File: src/rtl/sram_array_ctrl_if.sv
// Request/response channel between a pipeline client and sram_array_ctrl.
//
// Handshake rule for both channels: a beat transfers on a rising clock edge
// where valid && ready are both high. The sender holds its payload stable
// while valid is high and ready is low. req_ready never depends on
// req_valid or req_wen; it may depend on resp_ready in the same cycle.
//
// Signals:
//   req_valid/req_ready          request handshake
//   req_wen                      1 = write, 0 = read
//   req_addr/req_wdata/req_wmask request payload (mask bit i covers data[2i+1:2i])
//   resp_valid/resp_ready        response handshake
//   resp_data                    read data, returned in request order
interface sram_array_ctrl_if #(
    parameter int ADDR_W = 9,
    parameter int DATA_W = 16,
    parameter int MASK_W = 8
);
    logic              req_valid;
    logic              req_ready;
    logic              req_wen;
    logic [ADDR_W-1:0] req_addr;
    logic [DATA_W-1:0] req_wdata;
    logic [MASK_W-1:0] req_wmask;
    logic              resp_valid;
    logic              resp_ready;
    logic [DATA_W-1:0] resp_data;

    // Client side
    modport master (
        output req_valid, req_wen, req_addr, req_wdata, req_wmask, resp_ready,
        input  req_ready, resp_valid, resp_data
    );

    // Controller side
    modport slave (
        input  req_valid, req_wen, req_addr, req_wdata, req_wmask, resp_ready,
        output req_ready, resp_valid, resp_data
    );
endinterface

File: src/rtl/sram_array_ctrl.sv
// Requester-side controller for a 512x16 dual-port SRAM macro with a 1-cycle
// read and a 2-bit-granular write mask.
//
// After reset the controller sweeps every entry to zero (INIT), then serves
// one read or write per cycle from the request channel (RUN). Read data is
// captured into a small FIFO so a stalled consumer never loses a response.
//
// Ports:
//   clock      in   single clock for the block and the SRAM
//   reset      in   asynchronous, active-low reset
//   bus        slave modport of sram_array_ctrl_if (request/response channels)
//   init_done  out  1 from the first cycle after the clear sweep
//   dbg_state  out  current FSM state (0 = INIT, 1 = RUN)
//   W0_*       out  SRAM write port (addr, en, data, mask)
//   R0_*       out/in SRAM read port (addr, en out; data in, valid the cycle after R0_en)
module sram_array_ctrl #(
    parameter int ADDR_W     = 9,
    parameter int DATA_W     = 16,
    parameter int MASK_W     = 8,
    parameter int RESP_DEPTH = 2
) (
    input  logic              clock,
    input  logic              reset,
    sram_array_ctrl_if.slave  bus,
    output logic              init_done,
    output logic              dbg_state,
    output logic [ADDR_W-1:0] W0_addr,
    output logic              W0_en,
    output logic [DATA_W-1:0] W0_data,
    output logic [MASK_W-1:0] W0_mask,
    output logic [ADDR_W-1:0] R0_addr,
    output logic              R0_en,
    input  logic [DATA_W-1:0] R0_data
);
    localparam int PTR_W = (RESP_DEPTH > 1) ? $clog2(RESP_DEPTH) : 1;
    localparam int CNT_W = $clog2(RESP_DEPTH + 1);

    typedef enum logic {
        INIT = 1'b0,
        RUN  = 1'b1
    } state_t;

    state_t            state;
    logic [ADDR_W-1:0] cnt;
    logic              inflight;
    logic [CNT_W-1:0]  count;
    logic [PTR_W-1:0]  wptr;
    logic [PTR_W-1:0]  rptr;
    logic [DATA_W-1:0] fifo_mem [RESP_DEPTH];

    logic              ready;
    logic              pop;
    logic              push;
    logic              wr_acc;
    logic              rd_acc;
    logic              in_init;
    logic [CNT_W:0]    occ;

    // Occupancy seen by a new request: stored entries plus the read already
    // in flight, minus the entry leaving this cycle. A pop implies count >= 1,
    // so the subtraction never underflows.
    assign pop    = bus.resp_valid && bus.resp_ready;
    assign push   = inflight;
    assign occ    = {1'b0, count} + {{CNT_W{1'b0}}, inflight} - {{CNT_W{1'b0}}, pop};
    assign ready  = (state == RUN) && (occ < (CNT_W+1)'(RESP_DEPTH));
    assign wr_acc = bus.req_valid && ready && bus.req_wen;
    assign rd_acc = bus.req_valid && ready && !bus.req_wen;

    // The sweep write is gated by reset so the SRAM port reads idle while
    // reset is held, even though the state register already sits in INIT.
    assign in_init = (state == INIT) && reset;

    assign bus.req_ready  = ready;
    assign bus.resp_valid = (count != '0);
    assign bus.resp_data  = bus.resp_valid ? fifo_mem[rptr] : '0;
    assign dbg_state      = state;

    always_comb begin
        W0_en   = 1'b0;
        W0_addr = '0;
        W0_data = '0;
        W0_mask = '0;
        R0_en   = 1'b0;
        R0_addr = '0;
        if (in_init) begin
            W0_en   = 1'b1;
            W0_addr = cnt;
            W0_mask = '1;
        end else if (wr_acc) begin
            W0_en   = 1'b1;
            W0_addr = bus.req_addr;
            W0_data = bus.req_wdata;
            W0_mask = bus.req_wmask;
        end
        if (rd_acc) begin
            R0_en   = 1'b1;
            R0_addr = bus.req_addr;
        end
    end

    always_ff @(posedge clock or negedge reset) begin
        if (!reset) begin
            state     <= INIT;
            cnt       <= '0;
            init_done <= 1'b0;
            inflight  <= 1'b0;
            count     <= '0;
            wptr      <= '0;
            rptr      <= '0;
        end else begin
            case (state)
                INIT: begin
                    cnt <= cnt + 1'b1;
                    if (cnt == {ADDR_W{1'b1}}) begin
                        state     <= RUN;
                        init_done <= 1'b1;
                    end
                end
                RUN: begin
                    state <= RUN;
                end
                default: state <= INIT;
            endcase

            // R0_data is valid exactly one cycle after the read accept; the
            // credit rule guarantees there is room for it.
            inflight <= rd_acc;
            if (push) begin
                wptr <= (wptr == PTR_W'(RESP_DEPTH - 1)) ? '0 : wptr + 1'b1;
            end
            if (pop) begin
                rptr <= (rptr == PTR_W'(RESP_DEPTH - 1)) ? '0 : rptr + 1'b1;
            end
            count <= count + CNT_W'(push) - CNT_W'(pop);
        end
    end

    // Data storage needs no reset: entries are only read while counted valid.
    always_ff @(posedge clock) begin
        if (push) begin
            fifo_mem[wptr] <= R0_data;
        end
    end
endmodule
File: src/flat_wrapper.sv
// flat-port wrapper written by rule: the top's interface ports become plain ports
module sram_array_ctrl_flat 
#(
    parameter int ADDR_W     = 9,
    parameter int DATA_W     = 16,
    parameter int MASK_W     = 8,
    parameter int RESP_DEPTH = 2
)
  (clock, reset, init_done, dbg_state, W0_addr, W0_en, W0_data, W0_mask, R0_addr, R0_en, R0_data, bus_req_valid, bus_req_wen, bus_req_addr, bus_req_wdata, bus_req_wmask, bus_resp_ready, bus_req_ready, bus_resp_valid, bus_resp_data);
  sram_array_ctrl_if #(.ADDR_W(ADDR_W), .DATA_W(DATA_W), .MASK_W(MASK_W)) bus_i ();
  input  logic clock;
  input  logic reset;
  output logic init_done;
  output logic dbg_state;
  output logic [ADDR_W-1:0] W0_addr;
  output logic W0_en;
  output logic [DATA_W-1:0] W0_data;
  output logic [MASK_W-1:0] W0_mask;
  output logic [ADDR_W-1:0] R0_addr;
  output logic R0_en;
  input  logic [DATA_W-1:0] R0_data;
  input wire logic [$bits(bus_i.req_valid)-1:0] bus_req_valid;
  input wire logic [$bits(bus_i.req_wen)-1:0] bus_req_wen;
  input wire logic [$bits(bus_i.req_addr)-1:0] bus_req_addr;
  input wire logic [$bits(bus_i.req_wdata)-1:0] bus_req_wdata;
  input wire logic [$bits(bus_i.req_wmask)-1:0] bus_req_wmask;
  input wire logic [$bits(bus_i.resp_ready)-1:0] bus_resp_ready;
  output wire logic [$bits(bus_i.req_ready)-1:0] bus_req_ready;
  output wire logic [$bits(bus_i.resp_valid)-1:0] bus_resp_valid;
  output wire logic [$bits(bus_i.resp_data)-1:0] bus_resp_data;
  assign bus_i.req_valid = bus_req_valid;
  assign bus_i.req_wen = bus_req_wen;
  assign bus_i.req_addr = bus_req_addr;
  assign bus_i.req_wdata = bus_req_wdata;
  assign bus_i.req_wmask = bus_req_wmask;
  assign bus_i.resp_ready = bus_resp_ready;
  assign bus_req_ready = bus_i.req_ready;
  assign bus_resp_valid = bus_i.resp_valid;
  assign bus_resp_data = bus_i.resp_data;
  sram_array_ctrl #(.ADDR_W(ADDR_W), .DATA_W(DATA_W), .MASK_W(MASK_W), .RESP_DEPTH(RESP_DEPTH)) u_core (.clock(clock), .reset(reset), .bus(bus_i), .init_done(init_done), .dbg_state(dbg_state), .W0_addr(W0_addr), .W0_en(W0_en), .W0_data(W0_data), .W0_mask(W0_mask), .R0_addr(R0_addr), .R0_en(R0_en), .R0_data(R0_data));
endmodule
File: config.mk
export PLATFORM = sky130hd
export DESIGN_NAME = sram_array_ctrl_flat
export DESIGN_NICKNAME = d
export VERILOG_FILES = /design/src/rtl/sram_array_ctrl_if.sv /design/src/rtl/sram_array_ctrl.sv /design/src/flat_wrapper.sv
export SDC_FILE = /design/constraint.sdc
export NUM_CORES = 1
export LEC_CHECK = 0
export ABC_AREA = 1
export CORE_MARGIN = 1.5
export CORE_UTILIZATION = 40
export DETAILED_ROUTE_END_ITERATION = 12
export GPL_ROUTABILITY_DRIVEN = 1
export HOLD_SLACK_MARGIN = 0.15
export PLACE_DENSITY = 0.79
export REMOVE_ABC_BUFFERS = 1
export SLEW_MARGIN = 20
export SYNTH_ARGS = -nofsm -noshare
export SYNTH_HDL_FRONTEND = slang
export SYNTH_SLANG_ARGS = --single-unit
File: constraint.sdc
create_clock -name clock -period 5.5 [get_ports clock]
set_clock_uncertainty 0.1 [all_clocks]
set_input_delay 1.65 -clock clock [delete_from_list [all_inputs] [get_ports clock]]
set_output_delay 1.65 -clock clock [all_outputs]
set_load 0.005 [all_outputs]
After elaboration in Yosys (flattened, before gate mapping)
Memories as Yosys holds them, arrays and structs flattened.
Cells that the tools add are included.
{"block": "totals", "latchBits": 0, "elab_cells": 44, "in_bits": 54, "mem_bits_rw": 32, "out_inout_bits": 64, "mem_count": 1, "ff_bits": 16, "romBits": 0}
{"memory": "u_core.fifo_mem", "depth": 2, "width": 16, "rd": 1, "rd_ports_with_merged_regs": 0, "wr": 1, "line": "sram_array_ctrl.sv:49", "text": "logic [DATA_W-1:0] fifo_mem [RESP_DEPTH];"}
{"block": "op_classes", "n_eq_ne": 1, "muxes": 17, "shift": 0, "div": 0, "n_reduce_logical": 9, "addsub": 7, "magnitude_cmp": 1, "mul": 0, "bitwise_logic": 1}
{"op": "$mux 16", "count": 3}
{"op": "$mux 9", "count": 3}
{"op": "$mux 8", "count": 2}
{"op": "$add 9x1->9 const B", "count": 1}
{"op": "$eq 9x9->1 const B", "count": 1}
{"op": "$mux 1", "count": 8}
{"op": "$logic_and 1x1->1", "count": 6}
{"op": "$add 2x1->3", "count": 1}
{"op": "$lt 3x2->1 const B", "count": 1}
{"op": "$sub 3x1->3", "count": 1}
{"op": "$add 1x1->1 const B", "count": 2}
{"op": "$add 2x1->2", "count": 1}
{"op": "$pmux 1 s2", "count": 1}
{"op": "$reduce_and 2->1", "count": 1}
{"op": "$reduce_bool 2->1", "count": 1}
{"op": "$sub 2x1->2", "count": 1}
{"op": "$logic_not 1->1", "count": 1}
{"op": "$not 1->1", "count": 1}

Longest topological paths before layout
{"block": "logic_depth", "ltp_word": 9, "depth_mapped": 15, "ltp_nobuf": 13}

Worst setup path after synthesis
OpenSTA, ideal clock, no wires.
{"block": "synth_path", "path_type": "input -> output", "startpoint": "in bus_resp_ready", "endpoint": "out W0_data[10]", "setup_slack_ps": 305, "n_path_buf": 1, "path_stages": 14, "arrival_ps": 3445, "t_required_ps": 3750, "cell_sequence": "inv_1 -> nor2_1 -> ha_1 -> inv_1 -> ha_1 -> inv_1 -> fa_1 -> nand2_2 -> inv_1 -> nand2_1 -> nor2_2 -> nand3_2 -> buf_6 -> nor2_1"}
{"block": "synth_via", "elab_chain_len": 8}
{"element": "start, declared", "line": "flat_wrapper.sv:27", "text": "input wire logic [$bits(bus_i.resp_ready)-1:0] bus_resp_ready;"}
{"element": "$logic_and 1x1->1", "line": "sram_array_ctrl.sv:62", "text": "assign pop = bus.resp_valid && bus.resp_ready;"}
{"element": "via u_core.pop", "line": "sram_array_ctrl.sv:52", "text": "logic pop;"}
{"element": "$sub 3x1->3", "line": "sram_array_ctrl.sv:64", "text": "assign occ = {1'b0, count} + {{CNT_W{1'b0}}, inflight} - {{CNT_W{1'b0}}, pop};"}
{"element": "$lt 3x2->1", "line": "sram_array_ctrl.sv:65", "text": "assign ready = (state == RUN) && (occ < (CNT_W+1)'(RESP_DEPTH));"}
{"element": "$logic_and 1x1->1", "line": "sram_array_ctrl.sv:65"}
{"element": "$logic_and 1x1->1 (2 in series)", "line": "sram_array_ctrl.sv:66", "text": "assign wr_acc = bus.req_valid && ready && bus.req_wen;"}
{"element": "$mux 16", "line": "sram_array_ctrl.sv:89", "text": "end else if (wr_acc) begin"}
{"element": "$mux 16", "line": "sram_array_ctrl.sv:85", "text": "if (in_init) begin"}
{"element": "end, declared", "line": "flat_wrapper.sv:17", "text": "output logic [DATA_W-1:0] W0_data;"}
The timed path passes the listed nets, and every way through them passes these cells.

Worst setup path after layout
{"block": "layout_path", "startpoint": "in bus_resp_ready", "endpoint": "out W0_data[5]"}
The elaborated chain is that of the path after synthesis.

==> impl_metrics.yaml <==
synthesis:
  synth-edff-count: 32
  yosysUniqueCellTypes: 24
  ys_seq_area_frac: 0.556
  synth_area_leaders: "edfxtp_1 (39%), dfrtp_1 (16%), nand2_1 (13%), inv_1 (6.7%), nor2_1 (4.9%)"
  synth_commonest_cells: "nand2_1 (82), inv_1 (44), edfxtp_1 (32), nor2_1 (32), nand4_1 (18)"
  syn_area_per_cell_um2: 8.90
  yosysWarnings: 0
  synth_ff_type: "edfxtp_1"
  ys_ff_latch: 48
  synthCells: 275
  yosysMostFrequentCell: "nand2_1"
  synth_area_leader_cell: "edfxtp_1"
  synthArstFlopShare: 0.333
  synth_top_area_frac: 0.392
  syn_area_mm2: 0.00245
outcome:
  violations: "negative setup slack"
  status: "complete, but fails checks"
final_layout:
  fill_cells: 464
  drive_gt1_frac: 0.276
  finalNetCount: 467
  antenna_cells: 0
  final_cells: 484
  area_growth_pct: 60.8
sta:
  layout_min_cycle_time_ns: 5.51
  timing.final.ws_setup_ns: -0.0129
  final_hold_viol_count: 0
  finalSetupTns_ns: -0.0346
  drv_slew: 0
  fmaxAchievable_ghz: 0.181
  setup_viol: 3
  rsz0062_at_grt: "yes"
  tightest_slew_ns: 0.631
  slew_headroom: 0.579
  fin_crit_sh: 1.00
critical_path:
  r2r-end: "u_core.inflight"
  path_class: "in -> out"
  crit_family: "adder cells"
  cp.depth: 17
  r2r_cells: 14
  crit_chain: "buf_6, inv_4, nor2_4, ha_4, inv_2, ha_4, inv_2, fa_1, nand2_2, inv_2, nand2_2, nor2_4, nand3_4, buf_12, buf_4, nor2_2, buf_2"
  cp_slowest_cell: "fa_1"
  worstSetupStartpointType: "input pin"
  crit_end: "W0_data[5]"
  r2r_start: "u_core.count[1]"
  cp_max_fo: 3
  crit_arrival_ns: 3.76
  crit_start: "bus_resp_ready"
  worstSetupEndpointType: "output pin"
  timing.critical_path.buf_inv: 8
  crit_path_frequent_cell: "inv_2"
  r2r_slack_ns: 2.89
  critPathRequiredTime_ns: 3.75
  crit_path_max_incr_delay_ns: 0.52
global_route:
  grt_first_pass_wirelength_mm: 10.5
  grt.overflow.total: 0
  track_usage: 0.210
  antenna_found_initial: 0
  grt_max_degree: 19
  grt_pass1_vias: 2137
drt:
  wire_per_inst_um: 14.8
  remaining_drc_errors: 0
  antenna_left: 0
  wirelength_mm: 7.18
  viasPerCell: 4.81
  num_vias: 2327
  dr.pass1.iters: 6
  drt_iter0_drc: 113
cts:
  root_buffer: "clkbuf_8"
  cts-htree-levels: 2
  cts_tree: "done"
  clk_latency_ns: 0.29
  clk_pin_slew_ns: 0.08
  clockBufferDepth: 2
  cts.sinks: 48
  numCtsBuffers: 5
run:
  drv_cap: 0
power_and_ir_drop:
  peakVddDrop_mv: 0.201
  total_leakage_power_nw: 1.88
  power_density_mw_per_mm2: 274
die:
  start_util: 0.414
  die_h_um: 81.2
  ios: 118
  row_count: 28
  die_x_um: 81.2
  die_area_mm2: 0.00660
  core_area_mm2: 0.00592
placed_design:
  dp.final_hpwl_mm: 4.77
  gp_congestion: 0.760
  port_buffers: 117
  dp.cells: 465
min_path:
  hp-start: "u_core.init_done"
  min_path_type: "reg -> reg"
through the flow:
stage                      util  total power [mW]  hold slack [ns]  area (um^2)  setup slack (ns)
final                     0.665              1.08            0.376         3940           -0.0129
after global routing      0.665              1.14            0.408         3940            -0.134
after CTS                 0.647              1.05            0.381         3830           -0.0876
after detailed placement  0.631             0.792            0.355         3730            -0.796
after global placement    0.631             0.780            0.343         3730            -0.767
after floorplan               -             0.557            0.351         2360            -0.216
state kept, by name (all words and copies together) (netlist names):
name,cells
u_core.cnt,9
u_core.count,2
u_core.dbg_state,1
u_core.fifo_mem,32
u_core.inflight,1
u_core.init_done,1
u_core.rptr,1
u_core.wptr,1
cells by family after synthesis:
| group | Yosys count | share of synthesized area |
|---|---|---|
| compound gates | 19 | 0.0399 |
| xor+xnor | 7 | 0.0250 |
| fa+ha+maj | 5 | 0.0286 |
| buf+inv | 58 | 0.108 |
| flops | 48 | 0.556 |
| simple gates | 138 | 0.243 |
worst min path at each step:
stage	end	slack (ns)	cells past startpoint
6_report	u_core.init_done	0.38	1
5_1_grt	u_core.init_done	0.41	1
4_1_cts	u_core.init_done	0.38	1
3_5_place_dp	u_core.init_done	0.35	1
3_3_place_gp	u_core.init_done	0.34	1
2_1_floorplan	u_core.init_done	0.35	1
worst reg2reg max path, cell delays in order (launching register included):
cell and delay, ns:
dfrtp_1 0.43, nor2_1 0.27, nor2_4 0.07, ha_4 0.24, inv_2 0.06, ha_4 0.12
inv_2 0.03, fa_1 0.52, nand2_2 0.06, inv_2 0.06, nand2_2 0.06, nor2_4 0.15
buf_6 0.17, nand3b_4 0.13, inv_2 0.09
cell type report:
class	instances	area, um^2	area share
Tap cell	75	93.8	0.0238
Inverter	46	175	0.0445
Timing Repair Buffer	137	1190	0.302
Multi-Input combinational cell	170	1010	0.257
Sequential cell	48	1360	0.346
Clock buffer	6	72.6	0.0184
Clock inverter	2	35.0	0.00890
routing by layer:
metal / track usage / vias up / share of wire
met2: 0.357 / 47 / 0.54
met3: 0.0393 / 12 / 0.030
met4: 0.0655 / 0 / 0.016
li1: - / 1139 / -
met5: 0 / - / 0
met1: 0.271 / 1129 / 0.41
power breakdown:
part           internal (mW)  switching (mW)  total, mW
clock network          0.135           0.110      0.245
logic                  0.231           0.175      0.406
registers              0.397          0.0297      0.427
timing repair:
item	in CTS	in global routing
cloned	3	0
endpoints found under the setup margin	45	45
endpoints found under the hold margin	0	0
setup buffers	8	3
hold buffers	0	0
pin swaps	19	19
gates resized for setup	205	39
layout by cell type (no fill, tap or decap), types with 2 or more instances in the layout:
cell type	synthesis	routed
nor2_1	32	8
inv_1	44	39
clkbuf_8	0	5
edfxtp_1	32	32
ha_4	0	2
ha_1	4	2
buf_12	0	4
dfrtp_1	16	16
nor2_4	0	14
clkdlybuf4s50_1	0	71
xnor2_1	4	4
buf_2	7	43
a21oi_1	16	16
nand4_1	18	18
inv_2	2	6
nand3b_4	1	2
buf_4	1	9
buf_6	3	8
xor2_1	3	3
nand2_1	82	80
o21ai_0	2	2
nand2_2	1	3
nor2_2	1	11
No activity file was read; power rests on OpenSTA's default activity.
